==> src/rtl/controle_avaliacao_pkg.sv <==
// ============================================================================
// Module   : controle_pkg
// Brief    : Shared widths and FSM state encoding for the evaluation sequencer.
// Revision : 1.0 - initial release
// ============================================================================
`default_nettype none

package controle_pkg;

    localparam int CHROM_W    = 453;
    localparam int IO_W       = 8;
    localparam int BEAT_W     = 8;
    localparam int N_VEC      = 2 ** IO_W;
    localparam int N_BEATS    = (CHROM_W + BEAT_W - 1) / BEAT_W;
    localparam int FIT_W      = $clog2(N_VEC * IO_W + 1);
    localparam int BEAT_CNT_W = $clog2(N_BEATS);
    localparam int HIT_W      = $clog2(IO_W + 1);

    typedef enum logic [2:0] {
        IDLE  = 3'd0,
        LOAD  = 3'd1,
        EVAL  = 3'd2,
        DRAIN = 3'd3,
        DONE  = 3'd4
    } state_t;

endpackage

`default_nettype wire

==> src/rtl/controle_avaliacao_contador_acertos.sv <==
// ============================================================================
// Module   : contador_acertos
// Brief    : Counts bit positions where observed output equals the target.
// Revision : 1.0 - initial release
// ============================================================================
`default_nettype none

module contador_acertos
    import controle_pkg::*;
(
    input  logic [IO_W-1:0]  obs,
    input  logic [IO_W-1:0]  tgt,
    output logic [HIT_W-1:0] hits
);

    logic [IO_W-1:0] w_match;

    assign w_match = ~(obs ^ tgt);

    always_comb begin
        hits = '0;
        for (int i = 0; i < IO_W; i++) begin
            hits = hits + HIT_W'(w_match[i]);
        end
    end

endmodule

`default_nettype wire

==> src/rtl/controle_avaliacao.sv <==
// ============================================================================
// Module   : controle_avaliacao
// Brief    : Loads a chromosome serially, sweeps all phenotype input vectors
//            and accumulates the bit-match fitness against a target ROM.
// Revision : 1.0 - initial release
// ============================================================================
`default_nettype none

module controle_avaliacao
    import controle_pkg::*;
(
    input  logic               clk,
    input  logic               rst,
    input  logic               start,
    input  logic               load_valid,
    input  logic [BEAT_W-1:0]  load_data,
    output logic               load_ready,
    output logic [CHROM_W-1:0] cromossomo,
    output logic [IO_W-1:0]    chrom_in,
    input  logic [IO_W-1:0]    chrom_out,
    output logic [IO_W-1:0]    tgt_addr,
    input  logic [IO_W-1:0]    tgt_data,
    output logic               busy,
    output logic               done,
    output logic [FIT_W-1:0]   fitness
);

    state_t                r_state;
    logic [BEAT_CNT_W-1:0] r_beat;
    logic [IO_W-1:0]       r_obs;
    logic                  r_obs_valid;
    logic [HIT_W-1:0]      w_hits;
    logic                  w_last_beat;

    // r_obs lines up with tgt_data: both reflect the vector issued one cycle ago
    contador_acertos u_contador_acertos (
        .obs  (r_obs),
        .tgt  (tgt_data),
        .hits (w_hits)
    );

    assign w_last_beat = (r_beat == BEAT_CNT_W'(N_BEATS - 1));

    always_ff @(posedge clk) begin
        if (rst) begin
            r_state     <= IDLE;
            r_beat      <= '0;
            r_obs       <= '0;
            r_obs_valid <= 1'b0;
            cromossomo  <= '0;
            chrom_in    <= '0;
            tgt_addr    <= '0;
            fitness     <= '0;
            load_ready  <= 1'b0;
            busy        <= 1'b0;
            done        <= 1'b0;
        end else begin
            done        <= 1'b0;
            r_obs       <= chrom_out;
            r_obs_valid <= (r_state == EVAL);

            if (r_obs_valid) begin
                fitness <= fitness + FIT_W'(w_hits);
            end

            case (r_state)
                IDLE, DONE: begin
                    if (start) begin
                        r_state    <= LOAD;
                        r_beat     <= '0;
                        fitness    <= '0;
                        load_ready <= 1'b1;
                        busy       <= 1'b1;
                    end
                end

                LOAD: begin
                    if (load_valid) begin
                        // Final beat is partial; bits past CHROM_W-1 have no destination
                        for (int b = 0; b < CHROM_W; b++) begin
                            if (r_beat == BEAT_CNT_W'(b / BEAT_W)) begin
                                cromossomo[b] <= load_data[b % BEAT_W];
                            end
                        end
                        if (w_last_beat) begin
                            r_state    <= EVAL;
                            load_ready <= 1'b0;
                            chrom_in   <= '0;
                            tgt_addr   <= '0;
                        end else begin
                            r_beat <= r_beat + 1'b1;
                        end
                    end
                end

                EVAL: begin
                    chrom_in <= chrom_in + 1'b1;
                    tgt_addr <= tgt_addr + 1'b1;
                    if (chrom_in == IO_W'(N_VEC - 1)) begin
                        r_state <= DRAIN;
                    end
                end

                DRAIN: begin
                    r_state <= DONE;
                    busy    <= 1'b0;
                    done    <= 1'b1;
                end

                default: begin
                    r_state    <= IDLE;
                    load_ready <= 1'b0;
                    busy       <= 1'b0;
                end
            endcase
        end
    end

endmodule

`default_nettype wire

==> config.mk <==
export PLATFORM = sky130hd
export DESIGN_NAME = controle_avaliacao
export DESIGN_NICKNAME = d
export VERILOG_FILES = /design/src/rtl/controle_avaliacao_pkg.sv /design/src/rtl/controle_avaliacao_contador_acertos.sv /design/src/rtl/controle_avaliacao.sv
export SDC_FILE = /design/constraint.sdc
export NUM_CORES = 1
export LEC_CHECK = 0
export ABC_AREA = 1
export CAP_MARGIN = 25
export CORE_MARGIN = 2
export CORE_UTILIZATION = 44
export CTS_CLUSTER_SIZE = 40
export DETAILED_ROUTE_END_ITERATION = 10
export PLACE_DENSITY = 0.77
export SLEW_MARGIN = 10
export SYNTH_ARGS = -nofsm -noshare
export SYNTH_HDL_FRONTEND = slang
export SYNTH_SLANG_ARGS = --single-unit
==> constraint.sdc <==
create_clock -name clk -period 4.6 [get_ports clk]
set_input_delay 0.92 -clock clk [delete_from_list [all_inputs] [get_ports clk]]
set_output_delay 0.92 -clock clk [all_outputs]
set_load 0.005 [all_outputs]
== After elaboration in Yosys (flattened, before gate mapping) ==
Index checks and enable logic that the tools add are counted.
Word-level totals
  latch bits: 0
  logic and storage cells: 239
  register bits after elaboration: 502
  bits in writable memories: 0
  memories kept: 0
  input port bits: 28
  output and inout port bits: 484
  ROM bits: 0
Cells by class
  multipliers: 0
  bitwise logic cells: 4
  $lt $le $gt $ge: 0
  muxes and demuxes: 22
  shift-type cells: 0
  add/subtract/negate cells: 11
  div/mod/pow operators: 0
  reduce and logical (&&, ||, !) cells: 69
  equality and inequality tests: 66
Operator list (count)
  3-bit AND reduction: 58
  6-bit == test (second input constant): 25
  6-bit by 5-bit == test with 1-bit output (second input constant): 16
  6-bit by 4-bit == test with 1-bit output (second input constant): 8
  12-bit 2-to-1 mux: 3
  8-bit one-hot mux with 2 select lines: 2
  4-bit by 1-bit adder with 4-bit output: 6
  6-bit by 3-bit == test with 1-bit output (second input constant): 4
  6-bit 2-to-1 mux: 3
  8-bit by 1-bit adder with 8-bit output (second input constant): 2
  8-bit 2-to-1 mux: 2
  12-bit by 4-bit adder with 12-bit output: 1
  6-bit by 2-bit == test with 1-bit output (second input constant): 2
  3-bit 2-to-1 mux: 4
  3-bit one-hot mux with 4 select lines: 1
  6-bit one-hot mux with 2 select lines: 1
  4-bit AND reduction: 3
  8-bit == test (second input constant): 1
  2-bit != test (second input constant): 4
  8-bit NOT: 1
  8-bit bitwise XOR: 1
  6-bit by 1-bit adder with 6-bit output (second input constant): 1
  3-bit by 2-bit == test with 1-bit output (second input constant): 2
  6-bit by 1-bit == test with 1-bit output (second input constant): 1
  other kinds (13): 20

== Logic depth before layout (Yosys ltp) ==
Gate-level depths: netlist of run 1.
  depth in word-level cells: 13
  depth in mapped cells: 18
  gate-level depth less buffers: 18

== Cells and area by module ==
A second synthesis of run 1 with hierarchy kept.
Unflattened totals
  cells, all modules: 2495
  area, all modules: 18987.0 µm²
By module, submodules not included
  controle_avaliacao: seq. area each 10049.6 µm², area an instance 18661.6 µm², cells an instance 2433, instances 1
  contador_acertos: seq. area each 0.0 µm², area an instance 325.3 µm², cells an instance 62, instances 1

== Worst setup path before layout of run 1 ==
OpenSTA, ideal clock, no wires.
  path type: input-to-reg
  from: input tgt_data[0]
  to: register fitness[8]
  data required time: 4481 ps
  setup time: 119 ps
  slack: -40 ps
  cell stages on the path: 14
  buffers on the path: 0
  data arrival time: 4521 ps
  path through: xnor2_1 -> ha_1 -> inv_1 -> fa_1 -> fa_1 -> inv_1 -> fa_1 -> inv_1 -> fa_1 -> fa_1 -> o21ai_0 -> nand3_1 -> o21ai_0 -> a21oi_1
Between the ends
  cells in the longest elaborated chain, start to end: 13
Ends and longest elaborated chain
  from (decl): RTL line controle_avaliacao.sv:22  | input logic [IO_W-1:0] tgt_data,
  8-bit bitwise XOR *: RTL line controle_avaliacao_contador_acertos.sv:18  | assign w_match = ~(obs ^ tgt);
  8-bit NOT *: RTL line controle_avaliacao_contador_acertos.sv:18
  1-bit by 1-bit adder with 2-bit output *: RTL line controle_avaliacao_contador_acertos.sv:23  | hits = hits + HIT_W'(w_match[i]);
  4-bit by 1-bit adder with 4-bit output * (6 in a row): RTL line controle_avaliacao_contador_acertos.sv:23
  12-bit by 4-bit adder with 12-bit output *: RTL line controle_avaliacao.sv:63  | fitness <= fitness + FIT_W'(w_hits);
  12-bit 2-to-1 mux *: RTL line controle_avaliacao.sv:62  | if (r_obs_valid) begin
  12-bit 2-to-1 mux: RTL line controle_avaliacao.sv:68  | if (start) begin
  12-bit 2-to-1 mux *: RTL line controle_avaliacao.sv:66  | case (r_state)
  to (signal assigned): RTL line controle_avaliacao.sv:63
  to (decl): RTL line controle_avaliacao.sv:25  | output logic [FIT_W-1:0] fitness
Every way passes the cells marked *; elsewhere a longest branch is shown, timed or not.
A chain may end at the register's enable or synchronous reset.

== Final worst setup path of run 1 ==
  from: input tgt_data[0]
  to: register fitness[10]
The elaborated chain is that of the path after synthesis.

==> metrics, run 1 <==
status=finished clean; CP max-delay cell=fa_1; Overflow after GRT=0; via count=18.0k; CP required=5090 ps; Final Cell Area=25900 µm²; worst path cell trace=clkdlybuf4s50_1 > xnor2_1 > ha_1 > inv_1 > fa_1 > fa_1 > inv_1 > fa_1 > inv_1 > fa_1 > fa_2 > o21ai_2 > buf_4 > nand4_1 > a21oi_1; Post-DRT Antenna Nets=0; Slew Limit Headroom=33.0%; wire per inst=roughly 18 µm; post-synthesis cell area=18800 µm²; synthesis-to-finish area growth=38.0%; WS Path Type=input pin to flip-flop; leakage=9.71 nW; Yosys warning count=0; crit start category=input pin; Starting Density=between 40% and 50%; Fin. Hold Viols=0; hpwl dp=roughly 44 mm; Final Net Count=2964; detailed-router iteration count before antenna repair=7; Area after DPL=24300 µm²; post-synthesis cell type count=35; clk_lat worst skew=slightly below 600 ps; main area contributors after synthesis=dfxtp_1 54%, nor2_1 12%, o21ai_0 8.7%, nand2_1 7.4%, a21oi_1 6.1%; # setup viols final=0; CP peak stage delay=550 ps; fin crit share=97.4%; CP Buf/Inv Count=5; TNS Setup=0 ps; total routed wirelength=around 64 mm; Port Buf Inserts=511; Via density=5.14; CP Max Fanout=4; Crit. End Element=flip-flop; Die Wd=210 µm; net count after synthesis=2505; most common cell after layout, fill and taps aside=nor2_1; H-tree levels=2; Core ar.=42000 µm²; max-cap check violation count=0; pre-CTS setup slack=-569 ps; Worst Path Arrival=a little under 5000 ps; vias in the first global route=approximately 17k; fraction of layout cells with a size suffix above 1=5.58%; Die H=210 µm; row count=75; Placer Congestion=0.867; hold crit path type=flip-flop to flip-flop; Slew Viols, Final=0; clock sinks=502; fmax=223 MHz; Final WS setup=121 ps; Cell Pwr Density=about 350 nW/µm²; clk_skew=17.0 ps; syn avg cell area=7.63 µm²; number of remaining DRC errors=0; CP dominant cell by count=fa_1; IR drop worst, VDD=295 µV; root buffer cell=clkbuf_16; Worst path top cell family by delay=adder cells; first-pass GRT wire length=96.5 mm; TritonCTS clock tree=built; post-synthesis sequential area ratio=53.6%; largest net degree at the start of global routing=145; Synth Instances=2459; CTS buffer count=50; initial antenna violation count=0; Ports=512; cell taking the most area after synthesis=dfxtp_1; fin crit period=4480 ps; # diodes=0; most frequent cells in the layout=586 x nor2_1, 511 x clkdlybuf4s50_1, 502 x dfxtp_1; worst-margin pin slew=1000 ps; gr usage total=27.9%; post-synth top area share=53.6%; Die Area=44300 µm²; Hold Buf Count CTS=0; clock buffer depth=3; Clock transition at path regs=60 ps; #FFs+latches synth=502; unrepaired setup endpoints after global routing=no; Iter 0 DRT Violations=1362
final timing paths:
kind,start,end,slack [ps],depth (start not counted)
hold reg to reg,cromossomo[386]$_SDFFE_PP0P_,cromossomo[386]$_SDFFE_PP0P_,440,2
setup reg to reg,r_obs[0]$_SDFF_PP0_,fitness[10]$_SDFF_PP0_,620,14
hold / removal,cromossomo[386]$_SDFFE_PP0P_,cromossomo[386]$_SDFFE_PP0P_,440,2
setup / recovery,tgt_data[0],fitness[10]$_SDFF_PP0_,120,15
sequential cells by signal (all words and copies together), names as in the netlist:
register,flops
chrom_in,8
cromossomo,453
r_obs,8
done,1
r_obs_valid,1
tgt_addr,8
busy,1
r_beat,6
r_state,3
load_ready,1
fitness,12
cell type report:
cell class	instances	area, µm²
tap	539	674
clock buffer	69	1400
sequential	502	10000
timing repair buffer	551	5450
clock inverter	21	188
fill	3592	16200
multi-input combinational	1645	7470
inverter	168	638
repair_timing:
action / 4_1_cts / 5_1_grt
buffers inserted: 0 / 0
endpoints found under the setup margin: 0 / 6
gates resized for setup: 0 / 3
synthesized netlist by cell type:
| library cell | number |
|---|---|
| nand3_1 | 46 |
| nand2_2 | 5 |
| o21ai_0 | 325 |
| nand2_1 | 370 |
| dfxtp_1 | 502 |
| clkinv_1 | 1 |
| nand4_4 | 1 |
| clkbuf_1 | 80 |
| buf_6 | 2 |
| a21oi_1 | 227 |
| nand3_4 | 1 |
| buf_2 | 41 |
| a21boi_0 | 1 |
| inv_1 | 162 |
| clkbuf_2 | 1 |
| fa_1 | 5 |
| buf_4 | 1 |
| a31o_2 | 1 |
| xor2_1 | 4 |
| nand4_1 | 9 |
| xnor2_1 | 7 |
| o21ai_1 | 6 |
| nor2_4 | 20 |
| nand3b_1 | 1 |
| or2_2 | 5 |
| ha_1 | 13 |
| o211ai_1 | 3 |
| nor3_1 | 4 |
| nor3_4 | 1 |
| a211oi_1 | 1 |
| nor2_1 | 586 |
| nor3_2 | 1 |
| buf_1 | 19 |
| nor2_2 | 2 |
| inv_2 | 5 |
logic make-up (layout without fill, tap and decap cells):
logic type      Yosys count  in the layout  synth area share, %
flops                   502            502                 53.6
simple gates           1052           1052                 22.8
fa+ha+maj                18             18                 1.40
compound gates          564            564                 15.1
xor+xnor                 11             11                0.514
buf+inv                 312            809                 6.62
per-stage QoR:
step	power (mW)	hold slack, ps	instances	util (%)
after global placement	5.09	430	3401	57.7
after global routing	9.29	456	3495	61.6
after detailed placement	5.11	434	3401	57.7
after floorplan	4.88	440	2459	-
final	9.00	442	3495	61.6
after CTS	9.04	443	3491	61.5
power by group:
part | leakage, nW | switching [mW] | internal, mW
registers | 4.05 | 0.0234 | 4.38
logic | 4.88 | 0.412 | 0.202
clock network | 0.784 | 1.73 | 2.25
worst reg2reg max path: cells and delay by family, from the launching register on:
kind / cells / cell delay (ps)
compound gates: 2 / 390
xor+xnor: 1 / 120
fa+ha+maj: 6 / 2650
simple gates: 1 / 80
buf+inv: 4 / 330
flops: 1 / 310
metal layers:
layer / up-vias / wire, µm / track usage, %
met2: 703 / 29900 / 46.8
met5: - / 0 / 0
met3: 154 / 5190 / 7.20
li1: 8749 / - / -
met1: 8372 / 25800 / 33.5
met4: 0 / 2960 / 12.9
No activity file was read; power rests on OpenSTA's default activity.
==> inputs of run 2 (changes only) <==
Settings changed: CORE_MARGIN 2 to unset, HOLD_SLACK_MARGIN set to 0.02.
==> metrics, run 2 (synthesis results as in run 1) <==
crit start category=input pin (unchanged); # setup viols final=0 (unchanged); Core ar.=42000 µm² (unchanged); status=finished clean (unchanged); most frequent cells in the layout=586 x nor2_1, 511 x clkdlybuf4s50_1, 502 x dfxtp_1 (unchanged); unrepaired setup endpoints after global routing=no (unchanged); CP required=5080 ps (was 5090 ps); gr usage total=28.0% (was 27.9%); Crit. End Element=flip-flop (unchanged); Overflow after GRT=0 (unchanged); Via density=5.13 (was 5.14); synthesis-to-finish area growth=38.6% (was 38.0%); H-tree levels=2 (unchanged); clock buffer depth=3 (unchanged); largest registers=cromossomo (453), fitness (12) (unchanged); via count=18.0k (about the same); initial antenna violation count=0 (unchanged); Internal Power=7.07 mW (was 6.83 mW); Slew Limit Headroom=36.4% (was 33.0%); clock sinks=502 (unchanged); CTS buffer count=52 (was 50); Ports=512 (unchanged); Port Buf Inserts=511 (unchanged); Starting Density=44.6% (unchanged); Psw=2.21 mW (was 2.17 mW); Clk pwr share=46.0% (was 44.3%); Final Cell Area=26000 µm² (was 25900 µm²); vias in the first global route=16.9k (about the same); Fin. Hold Viols=0 (unchanged); Combinational Power Share=6.6% (was 6.8%); fin crit period=4510 ps (was 4480 ps); Die H=208 µm (was 210 µm); Reg with most FFs=cromossomo (unchanged); hold crit path type=flip-flop to flip-flop (unchanged); Slew Viols, Final=0 (unchanged); wire per inst=18.1 µm (was 18.3 µm); fin crit share=98.1% (was 97.4%); most common cell after layout, fill and taps aside=nor2_1 (unchanged); clk_lat worst skew=600 ps (was 590 ps); first-pass GRT wire length=95.8 mm (was 96.5 mm); pre-CTS setup slack=-552 ps (was -569 ps); fmax=222 MHz (was 223 MHz); # diodes=0 (unchanged); Area after DPL=24200 µm² (was 24300 µm²); detailed-router iteration count before antenna repair=7 (unchanged); Final WS setup=87.4 ps (was 121 ps); Largest register FFs=453 (unchanged); Post-DRT Antenna Nets=0 (unchanged); root buffer cell=clkbuf_16 (unchanged); Die Area=43500 µm² (was 44300 µm²); Die Wd=208 µm (was 210 µm); Iter 0 DRT Violations=1334 (was 1362); Net Sw Frac=23.8% (was 24.1%); Clock transition at path regs=60 ps (about the same); largest net degree at the start of global routing=150 (was 145); total routed wirelength=63.3 mm (was 63.9 mm); WHS=442 ps (about the same); worst-margin pin slew=951 ps (was 1000 ps); leakage=9.76 nW (was 9.71 nW); Sequential Power Share=47.4% (was 48.9%); Final Net Count=2964 (unchanged); Core Util, Final=61.9% (was 61.6%); row count=75 (unchanged); Worst Path Arrival=5000 ps (was 4970 ps); CP Max Fanout=2 (was 4); fraction of layout cells with a size suffix above 1=5.71% (was 5.58%); TritonCTS clock tree=built (unchanged); max-cap check violation count=0 (unchanged); WS Path Type=input pin to flip-flop (unchanged); IR drop worst, VDD=321 µV (was 295 µV); number of remaining DRC errors=0 (unchanged); Cell Pwr Density=357 nW/µm² (was 348 nW/µm²); clk_skew=10.8 ps (was 17.0 ps); Placer Congestion=0.879 (was 0.867); Hold Buf Count CTS=0 (unchanged); hpwl dp=42.9 mm (was 44.3 mm)
run 2: metal layers:
| layer | vias to the layer above | GRT usage (%) | part of all wire (%) |
|---|---|---|---|
| li1 | 8742 | - | - |
| met1 | 8361 | 33.4 | 40 |
| met2 | 723 | 46.9 | 47 |
| met3 | 137 | 7.86 | 8.4 |
| met4 | 0 | 12.3 | 4.1 |
| met5 | - | 0 | 0 |
run 2: critical path: stages:
cell	delay, ps
clkdlybuf4s50_1	420
xnor2_1	140
ha_1	270
inv_1	50
fa_1	520
fa_1	540
inv_1	60
fa_1	440
inv_1	80
fa_1	470
fa_2	400
buf_4	140
or2_2	280
a21oi_1	170
nor2_1	80
run 2: cell type report:
| cell class | instances | area [µm²] |
|---|---|---|
| well taps | 539 | 674 |
| repair buffers | 549 | 5430 |
| clock buffers | 78 | 1580 |
| flip-flops and latches | 502 | 10000 |
| fillers | 3532 | 16000 |
| clock inverters | 18 | 168 |
| multi-input cells | 1645 | 7470 |
| inverters | 168 | 638 |
run 2: metrics by stage:
| stage | TNS (ps) | cells | total power, mW |
|---|---|---|---|
| global route | 0 | 3499 | 9.58 |
| floorplan | 0 | 2459 | 4.88 |
| finish | 0 | 3499 | 9.28 |
| detailed placement | -4260 | 3401 | 5.10 |
| CTS | 0 | 3497 | 9.32 |
| global placement | -2890 | 3401 | 5.08 |
run 2: power by group through the flow:
stage / combinational (mW) / sequential, mW / clock [mW]
2_1_floorplan: 0.388 / 4.49 / 0
3_3_place_gp: 0.584 / 4.50 / 0
3_5_place_dp: 0.605 / 4.50 / 0
4_1_cts: 0.609 / 4.40 / 4.31
5_1_grt: 0.675 / 4.40 / 4.50
6_report: 0.612 / 4.40 / 4.27
run 2: final timing paths:
path | start | to | slack [ps] | cells after the start
setup / recovery | tgt_data[0] | fitness[2]$_SDFF_PP0_ | 90 | 15
hold / removal | cromossomo[407]$_SDFFE_PP0P_ | cromossomo[407]$_SDFFE_PP0P_ | 440 | 2
setup reg to reg | r_obs[0]$_SDFF_PP0_ | fitness[2]$_SDFF_PP0_ | 550 | 14
hold reg to reg | cromossomo[407]$_SDFFE_PP0P_ | cromossomo[407]$_SDFFE_PP0P_ | 440 | 2
run 2: what timing repair did:
action                     CTS  global route
resized for setup            0             1
setup buffers                0             0
setup endpoints to repair    0             3
==> inputs of run 3 (changes only) <==
Settings changed: GPL_ROUTABILITY_DRIVEN set to 0.
==> results of run 3 <==
The final DEF is identical to that of run 2; final timing and power are the same.
